==> src/rtl/rv_branch_predict_resolve.sv <==
// Branch resolution and hazard unit: bimodal BHT prediction in fetch, branch/jump
// resolution in execute, a multi-cycle flush sequencer and saturating perf counters.
module rv_branch_predict_resolve #(
  parameter int XLEN         = 32,
  parameter int BHT_ENTRIES  = 16,
  parameter int FLUSH_CYCLES = 2,
  parameter int CNT_W        = 16
) (
  input  logic             clk,
  input  logic             rst,
  input  logic [XLEN-1:0]  f_pc,
  output logic             f_predict_taken,
  input  logic             stall,
  input  logic             ex_valid,
  input  logic [6:0]       ex_opcode,
  input  logic [2:0]       ex_func3,
  input  logic [XLEN-1:0]  ex_pc,
  input  logic             ex_predicted,
  input  logic             ex_zero,
  input  logic             ex_lt,
  input  logic             ex_ltu,
  output logic             redirect,
  output logic [1:0]       redirect_sel,
  output logic             flush,
  output logic [CNT_W-1:0] br_count,
  output logic [CNT_W-1:0] mispredict_count
);

  localparam int IW = $clog2(BHT_ENTRIES);
  localparam logic [6:0] OP_BRANCH = 7'b1100011;
  localparam logic [6:0] OP_JAL    = 7'b1101111;
  localparam logic [6:0] OP_JALR   = 7'b1100111;
  localparam logic [2:0] FC_INIT   = 3'(FLUSH_CYCLES - 1);

  typedef enum logic {IDLE, FLUSHING} state_t;

  state_t           state_q, state_d;
  logic [2:0]       fc_q, fc_d;
  logic [1:0]       bht_q [BHT_ENTRIES];
  logic [1:0]       bht_d [BHT_ENTRIES];
  logic [CNT_W-1:0] br_count_q, br_count_d;
  logic [CNT_W-1:0] mp_count_q, mp_count_d;

  logic [IW-1:0] f_idx, ex_idx;
  logic          flush_busy, live, is_jump, taken, br_ok, br_live, jump_live, mispredict;
  logic          unused_pc_bits;

  assign f_idx  = f_pc[IW+1:2];
  assign ex_idx = ex_pc[IW+1:2];
  assign unused_pc_bits = ^{f_pc[XLEN-1:IW+2], f_pc[1:0], ex_pc[XLEN-1:IW+2], ex_pc[1:0]};

  assign f_predict_taken  = bht_q[f_idx][1];
  assign br_count         = br_count_q;
  assign mispredict_count = mp_count_q;

  // While the sequencer is flushing, the instruction in execute is the squashed one.
  always_comb begin
    flush_busy = (state_q == FLUSHING);
    live       = ex_valid & ~stall & ~flush_busy;
    is_jump    = (ex_opcode == OP_JAL) | (ex_opcode == OP_JALR);
    br_ok      = 1'b1;
    case (ex_func3)
      3'b000:  taken = ex_zero;
      3'b001:  taken = ~ex_zero;
      3'b100:  taken = ex_lt;
      3'b101:  taken = ~ex_lt;
      3'b110:  taken = ex_ltu;
      3'b111:  taken = ~ex_ltu;
      default: begin
        taken = 1'b0;
        br_ok = 1'b0;
      end
    endcase
    br_live    = live & (ex_opcode == OP_BRANCH) & br_ok;
    jump_live  = live & is_jump;
    mispredict = br_live & (taken != ex_predicted);
    redirect   = jump_live | mispredict;
    if (jump_live || (mispredict && taken)) begin
      redirect_sel = 2'b01;
    end else if (mispredict) begin
      redirect_sel = 2'b10;
    end else begin
      redirect_sel = 2'b00;
    end
    flush = flush_busy | redirect;
  end

  always_comb begin
    state_d    = state_q;
    fc_d       = fc_q;
    bht_d      = bht_q;
    br_count_d = br_count_q;
    mp_count_d = mp_count_q;
    if (!stall) begin
      case (state_q)
        IDLE: begin
          if (redirect && (FLUSH_CYCLES > 1)) begin
            state_d = FLUSHING;
            fc_d    = FC_INIT;
          end
        end
        FLUSHING: begin
          if (fc_q <= 3'd1) begin
            state_d = IDLE;
            fc_d    = 3'd0;
          end else begin
            fc_d = fc_q - 3'd1;
          end
        end
        default: state_d = IDLE;
      endcase
    end
    // 2-bit saturating counters; br_live already excludes stalled cycles.
    if (br_live) begin
      if (taken) begin
        if (bht_q[ex_idx] != 2'b11) bht_d[ex_idx] = bht_q[ex_idx] + 2'd1;
      end else begin
        if (bht_q[ex_idx] != 2'b00) bht_d[ex_idx] = bht_q[ex_idx] - 2'd1;
      end
      if (br_count_q != '1) br_count_d = br_count_q + CNT_W'(1);
    end
    if (mispredict && (mp_count_q != '1)) mp_count_d = mp_count_q + CNT_W'(1);
  end

  always_ff @(posedge clk or posedge rst) begin
    if (rst) begin
      state_q    <= IDLE;
      fc_q       <= 3'd0;
      br_count_q <= '0;
      mp_count_q <= '0;
      for (int i = 0; i < BHT_ENTRIES; i++) bht_q[i] <= 2'b01;
    end else begin
      state_q    <= state_d;
      fc_q       <= fc_d;
      br_count_q <= br_count_d;
      mp_count_q <= mp_count_d;
      bht_q      <= bht_d;
    end
  end

endmodule

==> config.mk <==
export PLATFORM = sky130hd
export DESIGN_NAME = rv_branch_predict_resolve
export DESIGN_NICKNAME = d
export VERILOG_FILES = /design/src/rtl/rv_branch_predict_resolve.sv
export SDC_FILE = /design/constraint.sdc
export NUM_CORES = 1
export LEC_CHECK = 0
export ABC_CLOCK_PERIOD_IN_PS = 3600
export CORE_MARGIN = 1.5
export CORE_UTILIZATION = 30
export CTS_BUF_LIST = sky130_fd_sc_hd__clkbuf_8 sky130_fd_sc_hd__clkbuf_16
export DETAILED_ROUTE_END_ITERATION = 8
export PLACE_DENSITY = 0.5
export REMOVE_ABC_BUFFERS = 1
export SYNTH_ARGS = -nofsm -noshare
export SYNTH_HDL_FRONTEND = slang
export SYNTH_SLANG_ARGS = --single-unit
export TNS_END_PERCENT = 1
==> constraint.sdc <==
create_clock -name clk -period 3.6 [get_ports clk]
set_clock_uncertainty 0.05 [all_clocks]
set_input_delay 0.54 -clock clk [delete_from_list [all_inputs] [get_ports clk]]
set_output_delay 0.54 -clock clk [all_outputs]
set_load 0.02 [all_outputs]
==> summary.txt <==
Post-synth EDFFs: 0
initial antenna violation count: 0
clock latency at the later pin of the worst-skew pair: 0.33 ns
via count: 3600
Core Rows: 43
number of I/O port buffers: 62
share of the synthesized area in the top cell type: 30.7%
R2R cell count: 9
Post-synth top cells: 52 x dfrtp_1, 28 x nand4_1, 20 x nor2_1, 20 x nor3_1
Synth Flop Type: dfrtp_1
post-synthesis sequential area ratio: 40.6%
placed inst area: 0.00526 mm2
Ys Warns: 0
hold path cells: 1
FFs w/ async S/R, synth: 100%
Clk pwr share: 47.7%
Post-DRT Antenna Nets: 0
Clock Path Buffers: 2
Reg power frac: 41.4%
GPL Wtd Cong: 0.859
#FFs+latches synth: 68
RSZ-0062 raised after global routing: true
Leakage: 0.00225 uW
setup_tns: 0 ns
post-layout min period: 3.46 ns
Die Y: 122 um
period utilisation layout: 96.2%
Yosys cell types: 64
area grow syn2layout: 31.9%
Crit Path Category: input port to output port
number of diodes: 0
All-Layer GR Usage: 16.9%
vias in the first global route: 3616
Initial DRC Count: 213
DRC: 0
WP data arrival: 2.87 ns
kind of start point of the critical path: input port
area of the die: 0.0149 mm2
clk sinks: 68
layout cells sized above 1: 20.9%
Comb pwr share: 10.9%
cts repair resizes: 0
wire length per cell: 17.5 um
power per cell area: 335 mW/mm2
number of fill cells: 1314
post-CTS setup buffers: 0
Switching Share: 23.1%
most common cell in the netlist: dfrtp_1
Max Fclk: 0.289 GHz
Synth area leaders: dfrtp_1 31%, dfstp_2 9.9%, mux4_2 8.0%
Max Fanout on Critical Path: 5
Final nets: 571
WL final: 11700 um
Hold Worst Slack: 0.436 ns
Mapped Area: 0.00424 mm2
Critical Path RT: 3.01 ns
htree depth: 3
vias per cell: 5.40
CTS buffer count: 9
I/O Pins: 119
slew margin rel.: 52.1%
Finished Layout Cells: 667
drt first pass iters: 4
Synth area leader: dfrtp_1
Slew Viols, Final: 0
Avg Cell Area, Syn: 10.8 um2
Final Cell Area: 0.00559 mm2
DIE WIDTH: 122 um
outcome: finished clean
Hold WC Path Type: flop to flop
P_int: 1440 uW
CTS root buffer: clkbuf_16
dpl hpwl: 8610 um
worst slew pin tran: 0.708 ns
clock slew at reported path FFs: 0.05 ns
CTS tree: yes
CP Capture Type: output port
Synth Instances: 393
NetSw: 433 uW
grt ovf: 0
first-pass GRT wire length: 19100 um
Setup-failing EPs final: 0
largest net degree at the start of global routing: 41
Starting Density: 30.7%
CTS Hold Buffers Added: 0
core area: 0.0138 mm2
Placed Instances: 652
max cap viols: 0
Overall Power: 1880 uW
final hold violations: 0
maximum VDD drop: 0.000166 V
[critical path, stage by stage]
cell,delay (ns)
clkdlybuf4s50_1,0.59
xnor3_1,0.42
nor3b_1,0.16
o21a_1,0.21
nor3_4,0.22
or2_1,0.13
clkdlybuf4s50_1,0.60
[metal layers]
metal	vias to the layer above	wire length (um)	part of all wire [%]	track usage, %
li1	1722	-	-	-
met1	1777	5260	45	21.2
met2	82	5540	47	27.1
met3	19	689	5.9	5.62
met4	0	199	1.7	5.96
met5	-	0	0	0
[path summary, 6_finish.rpt]
path,end,start,slack (ns)
worst max register to register,bht_q[29],bht_q[17],0.64
min in group asynchronous,br_count[13],rst,0.57
worst max-delay path,flush,ex_func3[0],0.14
worst min-delay path,br_count[7],br_count[7],0.44
worst min register to register,br_count[7],br_count[7],0.44
max in group asynchronous,asynchronous set/reset pin,rst,2.22
[area by class of cell]
class	count	area (um2)	share of cell area, %
Multi-Input combinational cell	294	2400	42.9
Sequential cell	68	1720	30.8
Timing Repair Buffer	97	896	16.0
Clock buffer	12	267	4.77
Tap cell	180	225	4.03
Inverter	13	48.8	0.872
Clock inverter	3	37.5	0.671
[per-stage QoR]
step	utilization, %	worst slack [ns]
2_1_floorplan	-	0.656
3_3_place_gp	38.1	-0.189
3_5_place_dp	38.1	-0.216
4_1_cts	40.3	0.0516
5_1_grt	40.4	-0.0831
6_report	40.4	0.137
[power by group through the flow]
stage | Sequential, uW | Clock (uW) | Combinational [uW]
2_1_floorplan | 790 | 0 | 98.8
3_3_place_gp | 789 | 0 | 201
3_5_place_dp | 789 | 0 | 204
4_1_cts | 777 | 919 | 206
5_1_grt | 777 | 956 | 223
6_report | 777 | 894 | 205
[kinds of logic (layout without fill, tap and decap cells)]
logic type	Yosys count	count (layout)	synth area share (%)
AND/OR/NAND/NOR	149	149	20.1
AO/OA/AOI/OAI	71	71	13.5
flip-flops	68	68	40.6
multiplexers	39	39	14.2
buffers and inverters	31	125	3.51
XOR/XNOR	29	29	6.31
adder cells (fa/ha/maj)	6	6	1.77
[cell usage in the layout, fill, tap and decap left out, types with 3 or more instances in the layout]
master and instances:
a2111oi_0 8, a2111oi_1 4, a211oi_1 12, a21oi_1 4, a2bb2oi_1 4, a31oi_1 14
and3_1 5, and4_1 6, buf_4 34, clkbuf_16 9, clkbuf_8 3, clkdlybuf4s50_1 62
dfrtp_1 52, dfstp_2 16, ha_1 6, inv_1 13, mux2_1 17, mux2_2 4
mux2i_1 3, mux4_2 15, nand2_1 19, nand2b_1 4, nand3_1 17, nand4_1 28
nor2_1 20, nor2b_1 6, nor3_1 20, nor4_1 3, xnor2_1 19, xor2_1 9
No activity file was read; power rests on OpenSTA's default activity.
